File: config.mk
export PLATFORM = sky130hd
export DESIGN_NAME = hazard_ctrl_flat
export DESIGN_NICKNAME = d
export VERILOG_FILES = /design/src/rtl/hazard_pkg.sv /design/src/rtl/hazard_ctrl_if.sv /design/src/rtl/hazard_loaduse_det.sv /design/src/rtl/hazard_ctrl.sv /design/src/flat_wrapper.sv
export SDC_FILE = /design/constraint.sdc
export NUM_CORES = 1
export LEC_CHECK = 0
export ABC_AREA = 1
export CORE_AREA = 8 8 49 55
export CTS_BUF_LIST = sky130_fd_sc_hd__clkbuf_16
export CTS_CLUSTER_DIAMETER = 100
export CTS_CLUSTER_SIZE = 20
export DETAILED_ROUTE_END_ITERATION = 12
export DIE_AREA = 0 0 57 63
export MAX_ROUTING_LAYER = met4
export PLACE_DENSITY = 0.68
export SETUP_SLACK_MARGIN = 0.05
export SLEW_MARGIN = 15
export SYNTH_ARGS = -nofsm -noshare
export SYNTH_HDL_FRONTEND = slang
export SYNTH_SLANG_ARGS = --single-unit
export TNS_END_PERCENT = 10
File: constraint.sdc
create_clock -name CLOCK -period 2.1 [get_ports CLOCK]
set_clock_uncertainty 0.1 [all_clocks]
set_input_delay 0.315 -clock CLOCK [delete_from_list [all_inputs] [get_ports CLOCK]]
set_output_delay 0.315 -clock CLOCK [all_outputs]
set_load 0.03 [all_outputs]
File: src/rtl/hazard_pkg.sv
// Shared types and constants for the pipeline hazard controller.
// Optional feature macro used by the controller: HAZARD_SYSCALL_ACK_EN.
package hazard_pkg;

    // Syscall sequencing states
    typedef enum logic [1:0] {
        IDLE  = 2'd0,
        DRAIN = 2'd1,
        WAIT  = 2'd2
    } hz_state_e;

    // Inter-stage register indices
    localparam int IFID  = 0;
    localparam int IDEXE = 1;

endpackage

File: src/rtl/hazard_ctrl_if.sv
// Pipeline <-> hazard controller signal bundle.
// master: pipeline side (drives hazard sources, consumes stall/flush).
// slave : hazard controller side.
interface hazard_ctrl_if #(
    parameter int NSTAGE = 4,
    parameter int REG_W  = 5
);
    logic              MemRead_EXE;
    logic [REG_W-1:0]  rt_EXE;
    logic [REG_W-1:0]  rs_ID;
    logic [REG_W-1:0]  rt_ID;
    logic              Redirect_ID;
    logic              Syscall_IN;
    logic              Syscall_ACK;
    logic [NSTAGE-1:0] STALL;
    logic [NSTAGE-1:0] FLUSH;
    logic              Syscall_OUT;
    logic              BUSY;

    modport master (
        output MemRead_EXE, rt_EXE, rs_ID, rt_ID, Redirect_ID, Syscall_IN, Syscall_ACK,
        input  STALL, FLUSH, Syscall_OUT, BUSY
    );

    modport slave (
        input  MemRead_EXE, rt_EXE, rs_ID, rt_ID, Redirect_ID, Syscall_IN, Syscall_ACK,
        output STALL, FLUSH, Syscall_OUT, BUSY
    );
endinterface

File: src/rtl/hazard_loaduse_det.sv
// Load-use interlock detector: a load in EXE whose non-zero destination
// matches either source of the instruction currently in ID.
module hazard_loaduse_det #(
    parameter int REG_W = 5
) (
    input  logic             mem_read,
    input  logic [REG_W-1:0] rt_exe,
    input  logic [REG_W-1:0] rs_id,
    input  logic [REG_W-1:0] rt_id,
    output logic             lu
);
    // Register $0 is never a real dependency, so it never interlocks
    always_comb begin
        lu = 1'b0;
        if (mem_read && (rt_exe != {REG_W{1'b0}}) &&
            ((rt_exe == rs_id) || (rt_exe == rt_id))) begin
            lu = 1'b1;
        end else begin
            lu = 1'b0;
        end
    end
endmodule

File: src/rtl/hazard_ctrl.sv
// Pipeline hazard controller: load-use interlock, branch/jump redirect
// flush and a single-edge syscall drain/handshake FSM.
// Optional feature macro: HAZARD_SYSCALL_ACK_EN (WAIT held until Syscall_ACK;
// when undefined, WAIT lasts one cycle and Syscall_ACK is unused).
module hazard_ctrl
    import hazard_pkg::*;
#(
    parameter int NSTAGE = 4,
    parameter int REG_W  = 5
) (
    input  logic          CLOCK,
    input  logic          RESET,
    hazard_ctrl_if.slave  bus
);
    localparam int                CNT_W    = $clog2(NSTAGE);
    localparam logic [CNT_W-1:0]  CNT_LOAD = CNT_W'(NSTAGE - 2);
    localparam logic [CNT_W-1:0]  CNT_ONE  = CNT_W'(1);
    localparam logic [CNT_W-1:0]  CNT_ZERO = {CNT_W{1'b0}};

    hz_state_e         state_r;
    hz_state_e         state_nxt_s;
    logic [CNT_W-1:0]  cnt_r;
    logic [CNT_W-1:0]  cnt_nxt_s;
    logic              lu_s;
    logic              busy_r;
    logic              sys_out_r;
    logic [NSTAGE-1:0] stall_s;
    logic [NSTAGE-1:0] flush_s;

    hazard_loaduse_det #(.REG_W(REG_W)) u_lu (
        .mem_read (bus.MemRead_EXE),
        .rt_exe   (bus.rt_EXE),
        .rs_id    (bus.rs_ID),
        .rt_id    (bus.rt_ID),
        .lu       (lu_s)
    );

`ifndef HAZARD_SYSCALL_ACK_EN
    logic unused_ack_s;
    assign unused_ack_s = bus.Syscall_ACK;
`endif

    // State, drain counter and state-decoded status flags
    always_ff @(posedge CLOCK or negedge RESET) begin
        if (!RESET) begin
            state_r   <= IDLE;
            cnt_r     <= CNT_ZERO;
            busy_r    <= 1'b0;
            sys_out_r <= 1'b0;
        end else begin
            state_r   <= state_nxt_s;
            cnt_r     <= cnt_nxt_s;
            busy_r    <= (state_nxt_s != IDLE);
            sys_out_r <= (state_nxt_s == WAIT);
        end
    end

    // Next-state and drain count; a load-use cycle defers syscall acceptance
    always_comb begin
        state_nxt_s = state_r;
        cnt_nxt_s   = cnt_r;
        case (state_r)
            IDLE: begin
                if (!lu_s && bus.Syscall_IN) begin
                    cnt_nxt_s = CNT_LOAD;
                    if (CNT_LOAD == CNT_ONE) begin
                        state_nxt_s = WAIT;
                    end else begin
                        state_nxt_s = DRAIN;
                    end
                end else begin
                    cnt_nxt_s = CNT_ZERO;
                end
            end
            DRAIN: begin
                if (cnt_r <= CNT_ONE) begin
                    state_nxt_s = WAIT;
                end else begin
                    cnt_nxt_s = cnt_r - CNT_ONE;
                end
            end
            WAIT: begin
`ifdef HAZARD_SYSCALL_ACK_EN
                if (bus.Syscall_ACK) begin
                    state_nxt_s = IDLE;
                    cnt_nxt_s   = CNT_ZERO;
                end else begin
                    state_nxt_s = WAIT;
                end
`else
                state_nxt_s = IDLE;
                cnt_nxt_s   = CNT_ZERO;
`endif
            end
            default: begin
                state_nxt_s = IDLE;
                cnt_nxt_s   = CNT_ZERO;
            end
        endcase
    end

    // Stall/flush decode: same-cycle response in IDLE, bubble insertion otherwise
    always_comb begin
        stall_s = {NSTAGE{1'b0}};
        flush_s = {NSTAGE{1'b0}};
        case (state_r)
            IDLE: begin
                if (lu_s || bus.Syscall_IN) begin
                    stall_s[IFID]  = 1'b1;
                    flush_s[IDEXE] = 1'b1;
                end else if (bus.Redirect_ID) begin
                    flush_s[IFID]  = 1'b1;
                end else begin
                    stall_s = {NSTAGE{1'b0}};
                    flush_s = {NSTAGE{1'b0}};
                end
            end
            DRAIN, WAIT: begin
                stall_s[IFID]  = 1'b1;
                flush_s[IDEXE] = 1'b1;
            end
            default: begin
                stall_s = {NSTAGE{1'b0}};
                flush_s = {NSTAGE{1'b0}};
            end
        endcase
    end

    assign bus.STALL       = stall_s;
    assign bus.FLUSH       = flush_s;
    assign bus.BUSY        = busy_r;
    assign bus.Syscall_OUT = sys_out_r;

endmodule

File: src/flat_wrapper.sv
// flat-port wrapper written by rule: the top's interface ports become plain ports
module hazard_ctrl_flat import hazard_pkg::*;
#(
    parameter int NSTAGE = 4,
    parameter int REG_W  = 5
)
  (CLOCK, RESET, bus_MemRead_EXE, bus_rt_EXE, bus_rs_ID, bus_rt_ID, bus_Redirect_ID, bus_Syscall_IN, bus_Syscall_ACK, bus_STALL, bus_FLUSH, bus_Syscall_OUT, bus_BUSY);
  hazard_ctrl_if #(.NSTAGE(NSTAGE), .REG_W(REG_W)) bus_i ();
  input  logic CLOCK;
  input  logic RESET;
  input wire logic [$bits(bus_i.MemRead_EXE)-1:0] bus_MemRead_EXE;
  input wire logic [$bits(bus_i.rt_EXE)-1:0] bus_rt_EXE;
  input wire logic [$bits(bus_i.rs_ID)-1:0] bus_rs_ID;
  input wire logic [$bits(bus_i.rt_ID)-1:0] bus_rt_ID;
  input wire logic [$bits(bus_i.Redirect_ID)-1:0] bus_Redirect_ID;
  input wire logic [$bits(bus_i.Syscall_IN)-1:0] bus_Syscall_IN;
  input wire logic [$bits(bus_i.Syscall_ACK)-1:0] bus_Syscall_ACK;
  output wire logic [$bits(bus_i.STALL)-1:0] bus_STALL;
  output wire logic [$bits(bus_i.FLUSH)-1:0] bus_FLUSH;
  output wire logic [$bits(bus_i.Syscall_OUT)-1:0] bus_Syscall_OUT;
  output wire logic [$bits(bus_i.BUSY)-1:0] bus_BUSY;
  assign bus_i.MemRead_EXE = bus_MemRead_EXE;
  assign bus_i.rt_EXE = bus_rt_EXE;
  assign bus_i.rs_ID = bus_rs_ID;
  assign bus_i.rt_ID = bus_rt_ID;
  assign bus_i.Redirect_ID = bus_Redirect_ID;
  assign bus_i.Syscall_IN = bus_Syscall_IN;
  assign bus_i.Syscall_ACK = bus_Syscall_ACK;
  assign bus_STALL = bus_i.STALL;
  assign bus_FLUSH = bus_i.FLUSH;
  assign bus_Syscall_OUT = bus_i.Syscall_OUT;
  assign bus_BUSY = bus_i.BUSY;
  hazard_ctrl #(.NSTAGE(NSTAGE), .REG_W(REG_W)) u_core (.CLOCK(CLOCK), .RESET(RESET), .bus(bus_i));
endmodule
==> flow_summary.toml, run 1 <==
[global_routing]
grt_antenna_before_repair = 0
grt_usage = 0.0742
first_global_vias = 547
grt_max_degree = 7
grt-ovfl-total = 0
grt_pass1_wl_um = 2140

[layout]
final_area_um2 = 901
final_common_cell = "nand2_1"
final_cell_mix = "nand2_1 (27), inv_1 (18), dlygate4sd2_1 (13)"
layout-drive-gt1-share = 0.146
syn_to_final_growth_pct = 51.3
n_antenna_cell = 0
fill_cells = 201
fin_nets = 150

[cts]
postCtsHoldBufs = 0
clk_pin_slew_ns = 0.03
cts_buffer_depth = 2
cts_root_buffer = "clkbuf_16"
numCtsBuffers = 3
cts_setup_buffers = 0
cts_tree = "yes"
htreeDepth = 1
cts_sinks = 6
insertion_delay_ns = 0.23

[placement]
placement.cell_area_um2 = 837
gp_congestion = 0.817
hpwl_um = 1120
pre_cts_slack_ns = -0.0903
portBuffers = 24

[synth]
synth_warnings = 0
synth_cell_type_count = 21
ys_ff_latch = 6
syn_avg_cell_area_um2 = 6.20
yosysSeqAreaShare = 0.252
syn_area_um2 = 596
synthCells = 96

[route]
vias_per_cell = 4.25
drtPass1Iterations = 4
ant_nets = 0
drt_iter0_drc = 3
drc = 0
routed_wl_um = 1310
wl_per_cell_um = 9.19
num_vias = 604

[floorplan]
dieArea_um2 = 3590
die_h_um = 63
num_rows = 17
fp.dieW_um = 57
core-area_um2 = 1870
start_util = 0.318
num_io_pins = 31

[worst_setup_path]
crit_family = "buffers and inverters"
cp_slowest_stage_delay_ns = 0.47
cp_common_cell = "nand2_2"
crit_path_top_delay_cell = "clkdlybuf4s50_1"
endpoint_kind = "output port"
cp_num_buf_inv = 2
startpoint_type = "input port"
criticalPathCategory = "in -> out"
cp.required_ns = 1.68
crit_fanout = 2
arrival_ns = 1.54
path_cells = "clkdlybuf4s50_1, xnor2_1, nand3_1, nand2_1, nand2_2, nand2_2, a21oi_1, nor2_1, buf_4"

[power]
seq_power_share = 0.196
power_density_nw_per_um2 = 1150
power_mw = 1.04
power.internal_uw = 620
comb_power_share = 0.512
swShare = 0.404
p_sw_uw = 419
p_leak_nw = 0.542
clkPwrFrac = 0.293
ir_drop_mv = 0.447

[timing]
whs_ns = 0.233
fin_ws_ns = 0.146
setup_viol = 0
hold_viol_final = 0
maxSlewViolCount = 0
fin_crit_ns = 1.95
fmax_mhz = 512
grt_setup_unrepaired = "true"
finalCritPeriodShare = 0.931

[run]
drv_cap = 0

[outcome]
outcome = "finished, final reports clean"

[worst_hold_path]
worstHoldPathType = "in -> async"
[routing by layer]
layer,wire length [um],track usage,vias up
met4,40,0.0529,0
met5,0,-,-
met2,653,0.120,20
li1,-,-,327
met1,541,0.0745,253
met3,70,0.0203,4
[worst register-to-register path: cells and delay by family (launching register included)]
kind	cells	cell delay, ns
AND/OR/NAND/NOR	3	0.20
buffers and inverters	3	0.23
AO/OA/AOI/OAI	1	0.14
flip-flops	1	0.36
adder cells (fa/ha/maj)	1	0.19
[sequential cells by signal (all words and copies together), names as in the netlist]
name and cells:
u_core.bus.BUSY 1, u_core.bus.Syscall_OUT 1, u_core.cnt_r 2, u_core.state_r 2
[area by class of cell]
class,count,area [um^2],area share
sequential,6,150,0.167
tap,19,23.8,0.0264
clock buffer,3,75.1,0.0833
multi-input combinational,66,335,0.372
timing repair buffer,26,234,0.260
inverter,22,82.6,0.0917
[final timing paths]
| check | startpoint | to | slack [ns] | depth (start not counted) |
|---|---|---|---|---|
| setup / recovery | bus_rt_ID[3] | bus_FLUSH[1] | 0.15 | 9 |
| hold / removal | RESET | u_core.state_r[1] | 0.23 | 1 |
| setup reg to reg | u_core.state_r[1] | u_core.bus.BUSY | 0.73 | 8 |
| hold reg to reg | u_core.cnt_r[0] | u_core.cnt_r[0] | 0.45 | 2 |
| max in group asynchronous | RESET | u_core.bus.Syscall_OUT | 1.45 | 1 |
| min in group CLOCK | u_core.cnt_r[0] | u_core.cnt_r[0] | 0.45 | 2 |
[power groups by stage]
stage | Combinational, mW | Sequential (mW) | Clock, mW
finish | 0.532 | 0.203 | 0.304
global route | 0.597 | 0.209 | 0.319
CTS | 0.541 | 0.204 | 0.310
detailed placement | 0.544 | 0.205 | 0
global placement | 0.538 | 0.203 | 0
floorplan | 0.366 | 0.229 | 0
[logic make-up after synthesis]
logic type,synth area share
buffers and inverters,0.214
XOR/XNOR,0.0441
AO/OA/AOI/OAI,0.0651
other,0.00630
flip-flops,0.252
adder cells (fa/ha/maj),0.0840
AND/OR/NAND/NOR,0.334
[metrics by stage]
stage / util / std cells / TNS (ns)
3_5_place_dp: 0.447 / 139 / -0.185
5_1_grt: 0.481 / 142 / 0
3_3_place_gp: 0.447 / 139 / -0.144
6_report: 0.481 / 142 / 0
2_1_floorplan: - / 100 / 0
4_1_cts: 0.480 / 142 / 0
[repair_timing]
action / CTS / global route
setup endpoints to repair: 3 / 3
gates resized for setup: 14 / 2
gates cloned: 0 / 0
pin swaps: 6 / 4
[cell usage after synthesis (all sizes together)]
cell,number,share of area
nand2,30,0.20
inv,21,0.13
nor2,11,0.074
buf,6,0.076
dfrtp,6,0.25
a21oi,5,0.048
ha,4,0.084
nand3,3,0.034
o21ai,2,0.017
xnor2,2,0.029
clkinv,1,0.0063
conb,1,0.0063
nand4,1,0.011
nor3,1,0.0084
or2,1,0.011
xor2,1,0.015
Power figures use the tool's default switching activity.
==> run 2, diff against run 1 <==
--- a/config.mk
+++ b/config.mk
@@ -6,14 +6,14 @@
 export NUM_CORES = 1
 export LEC_CHECK = 0
 export ABC_AREA = 1
-export CORE_AREA = 8 8 49 55
+export CORE_AREA = 8 8 46 51
 export CTS_BUF_LIST = sky130_fd_sc_hd__clkbuf_16
 export CTS_CLUSTER_DIAMETER = 100
 export CTS_CLUSTER_SIZE = 20
 export DETAILED_ROUTE_END_ITERATION = 12
-export DIE_AREA = 0 0 57 63
+export DIE_AREA = 0 0 54 59
 export MAX_ROUTING_LAYER = met4
-export PLACE_DENSITY = 0.68
+export PLACE_DENSITY = 0.79
 export SETUP_SLACK_MARGIN = 0.05
 export SLEW_MARGIN = 15
 export SYNTH_ARGS = -nofsm -noshare
==> flow_summary.toml, run 2 (synthesis results as in run 1) <==
[global_routing]
use_met2 = 0.187
grt_usage = 0.101
grt_use_met3 = 0.0402
top_usage_layer = "met2"
grt_antenna_before_repair = 0
grt_use_met1 = 0.0937
grt_pass1_wl_um = 2450
grt_max_degree = 7
grt-ovfl-total = 0
first_global_vias = 632

[timing]
fin_ws_ns = 0.196
hold_viol_final = 0
fin_crit_ns = 1.90
grt_setup_unrepaired = "false"
maxSlewViolCount = 0
finalCritPeriodShare = 0.907
fmax_mhz = 525
setup_viol = 0

[run]
drv_cap = 0

[cts]
cts_tree = "yes"
cts_setup_buffers = 0
insertion_delay_ns = 0.23
cts_sinks = 6
clk_pin_slew_ns = 0.04
numCtsBuffers = 3
cts_buffer_depth = 2
htreeDepth = 1
cts_root_buffer = "clkbuf_16"

[worst_setup_path]
path_cells = "dlygate4sd2_1, inv_1, nand2_1, nand2_1, nor2_1, nand3_1, nand2_1, nand2_2, nand2_2, a21oi_1, nor2_1, buf_4"
crit_fanout = 4
criticalPathCategory = "in -> out"
cp.required_ns = 1.68
cp_slowest_stage_delay_ns = 0.26
startpoint_type = "input port"
cp_common_cell = "nand2_1"
crit_path_top_delay_cell = "dlygate4sd2_1"
endpoint_kind = "output port"
crit_family = "simple AND/OR/NAND/NOR gates"
cp_num_buf_inv = 3
arrival_ns = 1.49

[placement]
gp_congestion = 0.763
pre_cts_slack_ns = -0.108
portBuffers = 24
hpwl_um = 1180
placed_cells = 137

[layout]
final_cell_mix = "nand2_1 (27), inv_1 (18), nor2_1 (9), dlygate4sd2_1 (9)"
fin_nets = 150
largestRegisters = "u_core.cnt_r: 2 flops, u_core.state_r: 2 flops"
fill_cells = 165
layout-drive-gt1-share = 0.171
syn_to_final_growth_pct = 50.8
final_cells = 140
multiInputGateArea_um2 = 338
seq_area_um2 = 150
final_common_cell = "nand2_1"
fin_util = 0.584
n_antenna_cell = 0

[power]
power_density_nw_per_um2 = 1170
comb_power_share = 0.515
swShare = 0.409
seq_power_share = 0.194
p_leak_nw = 0.547
p_sw_uw = 431
ir_drop_mv = 0.511
clkPwrFrac = 0.291
power.internal_uw = 622

[route]
drt_iter0_drc = 5
wl_per_cell_um = 9.97
routed_wl_um = 1400
num_vias = 600
vias_per_cell = 4.29
drtPass1Iterations = 3
drc = 0
ant_nets = 0

[floorplan]
core-area_um2 = 1540
die_h_um = 59
fp.dieW_um = 54
start_util = 0.387
dieArea_um2 = 3190
num_rows = 15
num_io_pins = 31

[worst_hold_path]
worstHoldPathType = "in -> async"

[outcome]
outcome = "finished, final reports clean"
## run 2: cell types whose count changed in the layout (fill, tap and decap cells not counted)
cell | before | now
dlygate4sd2_1 | 13 | 9
o21ai_0 | 1 | 2
clkbuf_2 | 0 | 2
nor2_1 | 10 | 9
dlymetal6s2s_1 | 1 | 2
o21ai_1 | 1 | 0
nor2_2 | 1 | 2
clkdlybuf4s15_1 | 0 | 2
clkdlybuf4s50_1 | 7 | 6
## run 2: layer usage
metal,up-vias,part of all wire
li1,327,-
met1,258,0.35
met2,15,0.59
met3,0,0.057
met4,0,0
met5,-,0
## run 2: through the flow
stage | cell area (um^2) | power (mW) | setup TNS [ns] | hold WS, ns
floorplan | 611 | 0.595 | 0 | -0.0806
global placement | 835 | 0.740 | -0.182 | 0.455
detailed placement | 835 | 0.762 | -0.227 | 0.450
CTS | 896 | 1.07 | 0 | 0.236
global route | 898 | 1.13 | 0 | 0.244
finish | 898 | 1.05 | 0 | 0.233
## run 2: timing repair
action,4_1_cts,5_1_grt
hold buffers,0,0
setup endpoints to repair,3,2
pin swaps,8,7
gates resized for setup,14,9
gates cloned,0,0
## run 2: final timing paths
path / startpoint / endpoint / slack (ns) / cells past startpoint
max: bus_rt_EXE[4] / bus_STALL[0] / 0.20 / 12
min: RESET / u_core.cnt_r[0] / 0.23 / 1
max reg2reg: u_core.cnt_r[1] / u_core.cnt_r[1] / 0.71 / 5
min reg2reg: u_core.cnt_r[0] / u_core.cnt_r[0] / 0.47 / 2
max in group asynchronous: RESET / u_core.state_r[0] / 1.44 / 1
min in group CLOCK: u_core.cnt_r[0] / u_core.cnt_r[0] / 0.47 / 2
## run 2: power by group through the flow
| stage | Sequential, mW | Combinational, mW | Clock, mW |
|---|---|---|---|
| floorplan | 0.229 | 0.366 | 0 |
| global placement | 0.203 | 0.537 | 0 |
| detailed placement | 0.206 | 0.555 | 0 |
| CTS | 0.206 | 0.555 | 0.310 |
| global route | 0.212 | 0.600 | 0.318 |
| finish | 0.204 | 0.542 | 0.306 |
## run 2: area by class of cell
class / count / share of cell area
Tap cell: 17 / 0.0237
Clock buffer: 3 / 0.0836
Timing Repair Buffer: 26 / 0.258
Sequential cell: 6 / 0.167
Inverter: 22 / 0.0919
Multi-Input combinational cell: 66 / 0.376
## run 2: worst reg2reg max path, delay by kind of cell, from the launching register on
kind            cells  cell delay, ns
flops               1            0.37
simple gates        1            0.30
compound gates      2            0.24
fa+ha+maj           1            0.17
buf+inv             1            0.08
